[config.mk]
export PLATFORM = sky130hd
export DESIGN_NAME = mem_stage
export DESIGN_NICKNAME = d
export VERILOG_FILES = /design/src/rtl/mem_stage.sv
export SDC_FILE = /design/constraint.sdc
export NUM_CORES = 1
export LEC_CHECK = 0
export CAP_MARGIN = 20
export CORE_MARGIN = 8
export CORE_UTILIZATION = 49
export CTS_CLUSTER_SIZE = 28
export DETAILED_ROUTE_END_ITERATION = 8
export PLACE_DENSITY = 0.86
export SETUP_SLACK_MARGIN = 0.5
export SLEW_MARGIN = 20
export SYNTH_ARGS = -nofsm -noshare
export SYNTH_HDL_FRONTEND = slang
export SYNTH_SLANG_ARGS = --single-unit
[constraint.sdc]
create_clock -name clk_i -period 5.5 [get_ports clk_i]
set_input_delay 0.55 -clock clk_i [delete_from_list [all_inputs] [get_ports clk_i]]
set_output_delay 0.55 -clock clk_i [all_outputs]
set_load 0.05 [all_outputs]
[src/rtl/mem_stage.sv]
// Memory pipeline stage: issues load/store requests to data memory, aligns and
// extends load data, and stalls exe while an access is in flight.
module mem_stage #(
    parameter int unsigned TIMEOUT_CYCLES = 64,
    parameter int unsigned CNT_W          = 8
) (
    input  logic        clk_i,
    input  logic        rstn_i,
    input  logic        valid_i,
    input  logic        is_load_i,
    input  logic        is_store_i,
    input  logic [1:0]  mem_size_i,
    input  logic        mem_unsigned_i,
    input  logic [31:0] addr_i,
    input  logic [31:0] data_rs2_i,
    input  logic [4:0]  rd_i,
    input  logic        rd_we_i,
    output logic        stall_o,
    output logic        req_valid_o,
    input  logic        req_ready_i,
    output logic [31:0] req_addr_o,
    output logic        req_we_o,
    output logic [3:0]  req_wstrb_o,
    output logic [31:0] req_wdata_o,
    input  logic        rsp_valid_i,
    input  logic [31:0] rsp_rdata_i,
    output logic        wb_valid_o,
    output logic [4:0]  wb_rd_o,
    output logic        wb_we_o,
    output logic [31:0] wb_data_o,
    output logic        misaligned_o,
    output logic        bus_err_o
);

    typedef enum logic [1:0] {IDLE, REQ, WAIT_RSP} state_e;

    localparam int unsigned      LIMIT_INT  = (TIMEOUT_CYCLES == 0) ? 0 : TIMEOUT_CYCLES - 1;
    localparam logic [CNT_W-1:0] LIMIT      = CNT_W'(LIMIT_INT);
    localparam logic             TIMEOUT_EN = (TIMEOUT_CYCLES != 0);

    state_e           state_q, state_d;
    logic [CNT_W-1:0] cnt_q, cnt_d;

    logic [1:0]  size_q, size_d;
    logic        unsigned_q, unsigned_d;
    logic [31:0] addr_q, addr_d;
    logic [31:0] rs2_q, rs2_d;
    logic [4:0]  rd_q, rd_d;
    logic        rdWe_q, rdWe_d;
    logic        store_q, store_d;

    logic        wbValid_q, wbValid_d;
    logic [4:0]  wbRd_q, wbRd_d;
    logic        wbWe_q, wbWe_d;
    logic [31:0] wbData_q, wbData_d;
    logic        misaligned_q, misaligned_d;
    logic        busErr_q, busErr_d;

    logic        misalignedIn;
    logic        handshake;
    logic        timeoutHit;
    logic [1:0]  offset;
    logic [31:0] shifted;
    logic [31:0] loadData;
    logic [3:0]  wstrb;
    logic [31:0] wdata;

    assign offset       = addr_q[1:0];
    assign misalignedIn = ((mem_size_i == 2'b01) && addr_i[0]) ||
                          (mem_size_i[1] && (addr_i[1:0] != 2'b00));
    assign handshake    = req_valid_o && req_ready_i;
    assign timeoutHit   = TIMEOUT_EN && (cnt_q == LIMIT);

    // Load data is shifted down to the addressed lane, then sign- or zero-extended.
    assign shifted = rsp_rdata_i >> {offset, 3'b000};

    always_comb begin
        loadData = rsp_rdata_i;
        case (size_q)
            2'b00:   loadData = {{24{~unsigned_q & shifted[7]}}, shifted[7:0]};
            2'b01:   loadData = {{16{~unsigned_q & shifted[15]}}, shifted[15:0]};
            default: loadData = rsp_rdata_i;
        endcase
    end

    always_comb begin
        wstrb = 4'b1111;
        wdata = rs2_q;
        case (size_q)
            2'b00: begin
                wstrb = 4'b0001 << offset;
                wdata = {4{rs2_q[7:0]}};
            end
            2'b01: begin
                wstrb = 4'b0011 << offset;
                wdata = {2{rs2_q[15:0]}};
            end
            default: begin
                wstrb = 4'b1111;
                wdata = rs2_q;
            end
        endcase
    end

    assign stall_o     = (state_q != IDLE);
    assign req_valid_o = (state_q == REQ);
    assign req_addr_o  = req_valid_o ? {addr_q[31:2], 2'b00} : 32'h0;
    assign req_we_o    = req_valid_o & store_q;
    assign req_wstrb_o = req_valid_o ? wstrb : 4'h0;
    assign req_wdata_o = req_valid_o ? wdata : 32'h0;

    assign wb_valid_o   = wbValid_q;
    assign wb_rd_o      = wbRd_q;
    assign wb_we_o      = wbWe_q;
    assign wb_data_o    = wbData_q;
    assign misaligned_o = misaligned_q;
    assign bus_err_o    = busErr_q;

    // A completion in the timeout cycle wins over the abort.
    always_comb begin
        state_d      = state_q;
        cnt_d        = cnt_q;
        size_d       = size_q;
        unsigned_d   = unsigned_q;
        addr_d       = addr_q;
        rs2_d        = rs2_q;
        rd_d         = rd_q;
        rdWe_d       = rdWe_q;
        store_d      = store_q;
        wbValid_d    = 1'b0;
        wbRd_d       = 5'd0;
        wbWe_d       = 1'b0;
        wbData_d     = 32'h0;
        misaligned_d = 1'b0;
        busErr_d     = 1'b0;

        case (state_q)
            IDLE: begin
                if (valid_i) begin
                    size_d     = mem_size_i;
                    unsigned_d = mem_unsigned_i;
                    addr_d     = addr_i;
                    rs2_d      = data_rs2_i;
                    rd_d       = rd_i;
                    rdWe_d     = rd_we_i;
                    store_d    = is_store_i;
                    if (!is_load_i && !is_store_i) begin
                        wbValid_d = 1'b1;
                        wbRd_d    = rd_i;
                        wbWe_d    = rd_we_i && (rd_i != 5'd0);
                        wbData_d  = addr_i;
                    end else if (misalignedIn) begin
                        wbValid_d    = 1'b1;
                        wbRd_d       = rd_i;
                        misaligned_d = 1'b1;
                    end else begin
                        state_d = REQ;
                        cnt_d   = '0;
                    end
                end
            end
            REQ: begin
                cnt_d = cnt_q + 1'b1;
                if (handshake) begin
                    if (store_q) begin
                        state_d   = IDLE;
                        wbValid_d = 1'b1;
                        wbRd_d    = rd_q;
                    end else begin
                        state_d = WAIT_RSP;
                    end
                end else if (timeoutHit) begin
                    state_d   = IDLE;
                    wbValid_d = 1'b1;
                    wbRd_d    = rd_q;
                    busErr_d  = 1'b1;
                end
            end
            WAIT_RSP: begin
                cnt_d = cnt_q + 1'b1;
                if (rsp_valid_i) begin
                    state_d   = IDLE;
                    wbValid_d = 1'b1;
                    wbRd_d    = rd_q;
                    wbWe_d    = rdWe_q && (rd_q != 5'd0);
                    wbData_d  = loadData;
                end else if (timeoutHit) begin
                    state_d   = IDLE;
                    wbValid_d = 1'b1;
                    wbRd_d    = rd_q;
                    busErr_d  = 1'b1;
                end
            end
            default: state_d = IDLE;
        endcase
    end

    always_ff @(posedge clk_i or negedge rstn_i) begin
        if (!rstn_i) begin
            state_q      <= IDLE;
            cnt_q        <= '0;
            size_q       <= 2'b00;
            unsigned_q   <= 1'b0;
            addr_q       <= 32'h0;
            rs2_q        <= 32'h0;
            rd_q         <= 5'd0;
            rdWe_q       <= 1'b0;
            store_q      <= 1'b0;
            wbValid_q    <= 1'b0;
            wbRd_q       <= 5'd0;
            wbWe_q       <= 1'b0;
            wbData_q     <= 32'h0;
            misaligned_q <= 1'b0;
            busErr_q     <= 1'b0;
        end else begin
            state_q      <= state_d;
            cnt_q        <= cnt_d;
            size_q       <= size_d;
            unsigned_q   <= unsigned_d;
            addr_q       <= addr_d;
            rs2_q        <= rs2_d;
            rd_q         <= rd_d;
            rdWe_q       <= rdWe_d;
            store_q      <= store_d;
            wbValid_q    <= wbValid_d;
            wbRd_q       <= wbRd_d;
            wbWe_q       <= wbWe_d;
            wbData_q     <= wbData_d;
            misaligned_q <= misaligned_d;
            busErr_q     <= busErr_d;
        end
    end

endmodule

* After elaboration in Yosys (flattened, before gate mapping)
Index checks and enable logic that the tools add are counted.
** Word-level totals
- Output and inout bits :: 112
- Bits in registers :: 125
** Operators by class
- $add $sub $neg :: 1
- Shift-type cells :: 3
- Reductions and logical operators :: 20
- Multiplexer cells :: 48
- Eq/ne operators :: 8
- Bitwise operators :: 4
** Operators with widths (count)
- $pmux W32 S2 :: 3
- $mux W32 :: 5
- $mux W5 :: 7
- $shr A32 B5 Y16 :: 1
- $mux W8 :: 3
- $pmux W8 S2 :: 1
- $mux W1 :: 15
- $pmux W5 S3 :: 1
- $mux W2 :: 7
- $reduce_bool A5 Y1 :: 2
- $add A8 B1 Y8 const B :: 1
- $eq A8 B6 Y1 const B :: 1
- $pmux W4 S2 :: 1
- $eq A2 B1 Y1 const B :: 3
- $logic_and A1 B1 Y1 :: 6
- $ne A2 B2 Y1 const B :: 3
- $pmux W2 S3 :: 1
- $reduce_bool A2 Y1 :: 3
- $logic_not A2 Y1 :: 2
- $mux W4 :: 1
- $pmux W1 S2 :: 2
- $reduce_and A4 Y1 :: 1
- $shl A1 B2 Y4 const A :: 1
- $shl A2 B2 Y4 const A :: 1
- other kinds (9) :: 12

* Logic depth before layout (Yosys ltp)
- Word-level depth :: 7
- Mapped depth :: 7
- Mapped depth without buffers :: 6

* Worst setup path before layout
Ideal clock, no wire load.
- Path kind :: reg2out
- Start point :: reg state_q[1]
- End point :: out req_wdata_o[10]
- Arrival :: 2488 ps
- Path buffers :: 1
- Slack :: 2462 ps
- Data required time :: 4950 ps
- Stages on the path, launching flop included :: 5
- Path through :: dfrtp_1 -> inv_1 -> ha_1 -> clkbuf_1 -> a21boi_0
** On the way
- Cells in the longest elaborated chain, start to end :: 2
** Ends and longest elaborated chain
- start, declared :: RTL line 41 : state_e state_q, state_d;
- start signal, assigned :: RTL line 216 : state_q <= state_d;
- $eq A2 B1 Y1 :: RTL line 106 : assign req_valid_o = (state_q == REQ);
- named net req_valid_o :: RTL line 19 : output logic req_valid_o,
- $mux W32 :: RTL line 110 : assign req_wdata_o = req_valid_o ? wdata : 32'h0;
- end, declared :: RTL line 24 : output logic [31:0] req_wdata_o,
The timed path passes the listed nets, and every way through them passes these cells.

* Worst setup path after layout
- Start point :: reg addr_q[0]
- End point :: out req_wstrb_o[2]
** On the way
- Cells in the longest elaborated chain, start to end :: 3
** Ends and longest elaborated chain
- start, declared :: RTL line 46 : logic [31:0] addr_q, addr_d;
- start signal, assigned :: RTL line 220 : addr_q <= addr_d;
- $shl A2 B2 Y4 / $shl A1 B2 Y4 (equally long branches) :: RTL line 95, 91
- $pmux W4 S2 * :: RTL line 89 : case (size_q)
- $mux W4 * :: RTL line 109 : assign req_wstrb_o = req_valid_o ? wstrb : 4'h0;
- end, declared :: RTL line 23 : output logic [3:0] req_wstrb_o,
Mark *: on every way between the ends. The rest lies on a longest branch, timed or not.

==> metrics.json <==
{
  "design.core.area": {"value": 12700, "unit": "um2"},
  "crit_path_max_incr_delay": {"value": 1.04, "unit": "ns"},
  "grt.overflow.total": {"value": 0},
  "final_layout_size_suffix_gt1_frac": {"value": 0.150},
  "boundaryPins": {"value": 224},
  "place.gp.congestion": {"value": 0.884},
  "syn_inst": {"value": 577},
  "fmaxAchievable": {"value": 276, "unit": "MHz"},
  "postSynthAreaPerCell": {"value": 11.1, "unit": "um2"},
  "maximum_number_of_buffers_from_clock_root_to_sink": {"value": 2},
  "ctsRootBufferMaster": {"value": "sky130_fd_sc_hd__clkbuf_16"},
  "clock_skew": {"value": 0.00526, "unit": "ns"},
  "post-cts-setup-buffers": {"value": 0},
  "vias": {"value": 5497},
  "ys_ff_latch": {"value": 125},
  "largest_net_degree_at_the_start_of_global_routing": {"value": 78},
  "fin_total_pwr": {"value": 5730, "unit": "uW"},
  "period_needed": {"value": 3.63, "unit": "ns"},
  "p_leak": {"value": 0.00401, "unit": "uW"},
  "die_area": {"value": 16900, "unit": "um2"},
  "drt_pass1_iterations": {"value": 5},
  "fin_worst_hold_slack": {"value": 0.249, "unit": "ns"},
  "cell_types_with_the_largest_area_share_after_synthesis": {"value": "sky130_fd_sc_hd__dfrtp_1 (49%), sky130_fd_sc_hd__mux2_2 (13%), sky130_fd_sc_hd__mux2i_1 (5.0%), sky130_fd_sc_hd__and2_1 (4.1%), sky130_fd_sc_hd__nand2_1 (3.5%)"},
  "clk_latency": {"value": 0.42, "unit": "ns"},
  "outcome": {"value": "finished, final reports clean"},
  "synthDistinctLibCells": {"value": 49},
  "synth.largest_area_cell": {"value": "sky130_fd_sc_hd__dfrtp_1"},
  "clock_power_share": {"value": 0.193},
  "p_switching": {"value": 2550, "unit": "uW"},
  "post_drt_wl_per_cell": {"value": 21.4, "unit": "um"},
  "drt-vias-per-instance": {"value": 5.70},
  "setup_viol": {"value": 0},
  "instances_no_fill": {"value": 965},
  "r2r_slack": {"value": 2.85, "unit": "ns"},
  "worst_ep_arrival_time": {"value": 3.08, "unit": "ns"},
  "period_share": {"value": 0.660},
  "design.final.nets": {"value": 898},
  "grt_use_total": {"value": 0.245},
  "critPathBufInv": {"value": 1},
  "synth_async_sr_flop_share": {"value": 1.00},
  "num_antenna_cells": {"value": 0},
  "synth_top_cell_area_share": {"value": 0.490},
  "slew_headroom": {"value": 0.295},
  "ir_drop": {"value": 0.400, "unit": "mV"},
  "layout.cells.most_common": {"value": "sky130_fd_sc_hd__clkdlybuf4s50_1"},
  "path_clk_slew": {"value": 0.05, "unit": "ns"},
  "worstPathRequired": {"value": 4.95, "unit": "ns"},
  "endpoint_kind": {"value": "primary output"},
  "place_inst": {"value": 934},
  "initial_core_util": {"value": 0.504},
  "combPwrFrac": {"value": 0.531},
  "syn_to_final_growth": {"value": 45.3, "unit": "%"},
  "top_ff_cell_synth": {"value": "sky130_fd_sc_hd__dfrtp_1"},
  "number_of_placement_rows": {"value": 41},
  "n_fill_cell": {"value": 872},
  "buffer_ports.inserted": {"value": 221},
  "max_fo_critical_path": {"value": 23},
  "first_global_vias": {"value": 5689},
  "layout.cells.most_common_list": {"value": "sky130_fd_sc_hd__clkdlybuf4s50_1 (220), sky130_fd_sc_hd__dfrtp_1 (125), sky130_fd_sc_hd__mux2_2 (75)"},
  "drt_wl_total": {"value": 20.7, "unit": "mm"},
  "hpwl": {"value": 15.0, "unit": "mm"},
  "min-delay-path-class": {"value": "in2async"},
  "timing_worst_slew_pin_value": {"value": 1.06, "unit": "ns"},
  "crit_chain": {"value": "nand2b_1 -> nor2_1 -> o21a_1 -> clkdlybuf4s50_1"},
  "layout.core_utilization": {"value": 0.732},
  "synth_edf_count": {"value": 0},
  "post_cts_hold_buffer_count": {"value": 0},
  "yosys_warnings": {"value": 0},
  "grt_pass1_wl": {"value": 31.4, "unit": "mm"},
  "critPathLaunchType": {"value": "register"},
  "die_width": {"value": 130, "unit": "um"},
  "slew_viol_final": {"value": 0},
  "power_density": {"value": 618, "unit": "nW/um2"},
  "drtAntennaViolNets": {"value": 0},
  "multi_input_comb_area": {"value": 3040, "unit": "um2"},
  "regArea": {"value": 3130, "unit": "um2"},
  "drc_errors": {"value": 0},
  "grt_setup_unrepaired": {"value": "no"},
  "seqPwrFrac": {"value": 0.276},
  "cp_delay_by_family_top": {"value": "flip-flops"},
  "setup_tns": {"value": 0, "unit": "ns"},
  "timing.critical_path.slowest_stage_cell": {"value": "sky130_fd_sc_hd__dfrtp_1"},
  "clock_sinks": {"value": 125},
  "synthesis.area": {"value": 6390, "unit": "um2"},
  "maxCapViolations": {"value": 0},
  "count_of_h_tree_levels_built_during_cts": {"value": 4},
  "synth.yosys.seq_area_share": {"value": 0.490},
  "power_switching_share": {"value": 0.445},
  "post_cts_resize_count": {"value": 0},
  "die_height": {"value": 130, "unit": "um"},
  "cts_tree": {"value": "yes"},
  "worst-setup-path-type": {"value": "reg2out"},
  "intPower": {"value": 3180, "unit": "uW"},
  "final_hold_viol_count": {"value": 0},
  "number_of_antenna_violations_at_the_first_check_in_global_routing": {"value": 0},
  "cts-buffers-inserted": {"value": 17},
  "dr.first_iter.drc_count": {"value": 399}
}
flip-flops by register name, indices dropped and copies added, names as in the netlist, 2 cells and up:
name	count
size_q	2
rd_q	5
cnt_q	8
state_q	2
addr_q	32
wb_rd_o	5
rs2_q	32
wb_data_o	32
final timing paths:
path,startpoint,endpoint,cells past startpoint
min,rstn_i,addr_q[10],1
max,addr_q[0],req_wstrb_o[2],4
max reg2reg,addr_q[0],wb_data_o[28],4
min in group clk_i,addr_q[2],addr_q[2],1
max in group asynchronous,rstn_i,wb_rd_o[1],2
min reg2reg,addr_q[2],addr_q[2],1
cell families after synthesis:
group                    Yosys count  share of synthesized area
other                              1                   0.000587
buffers and inverters             57                     0.0384
flip-flops                       125                      0.490
adder cells (fa/ha/maj)            5                    0.00980
AO/OA/AOI/OAI                    127                      0.151
multiplexers                     108                      0.185
AND/OR/NAND/NOR                  154                      0.125
layer usage:
metal	track usage	routed length, um
met2	0.412	10200
met5	0	0
met4	0.0922	380
met3	0.0889	2120
met1	0.280	7980
cell type report:
class	instances	area share
Multi-Input combinational cell	396	0.328
Inverter	15	0.00607
Clock inverter	6	0.00890
Clock buffer	25	0.0545
Sequential cell	125	0.337
Timing Repair Buffer	226	0.242
Tap cell	172	0.0232
synthesized netlist by cell type (all sizes together), types with 2 or more instances:
cell,instances
o31ai,2
o221ai,15
o211ai,3
nand2b,6
or2,2
nand2,60
nand3,4
ha,5
mux2,76
dfrtp,125
o2111ai,3
and4b,2
a2bb2oi,7
or3,3
inv,15
and3,3
nor2b,12
clkbuf,25
a221o,17
o32ai,2
buf,17
a22o,6
o21a,4
nor2,11
nand4,2
or4,2
a21oi,11
mux2i,32
o21ai,32
nor3b,3
o211a,8
a21boi,9
and2,42
power by group through the flow:
| stage | registers [uW] | clock network, uW | logic [uW] |
|---|---|---|---|
| 5_1_grt | 1630 | 1170 | 3220 |
| 4_1_cts | 1570 | 1120 | 3060 |
| 3_3_place_gp | 1560 | 0 | 2990 |
| 6_report | 1580 | 1100 | 3040 |
| 2_1_floorplan | 1570 | 0 | 2050 |
| 3_5_place_dp | 1590 | 0 | 3040 |
stage by stage:
stage	area (um2)	setup WS, ns
after floorplan	6390	2.46
after global placement	8680	2.39
after detailed placement	8680	2.28
after CTS	9270	1.79
after global routing	9280	1.70
final	9280	1.87
(Power assumes the default switching activity.)
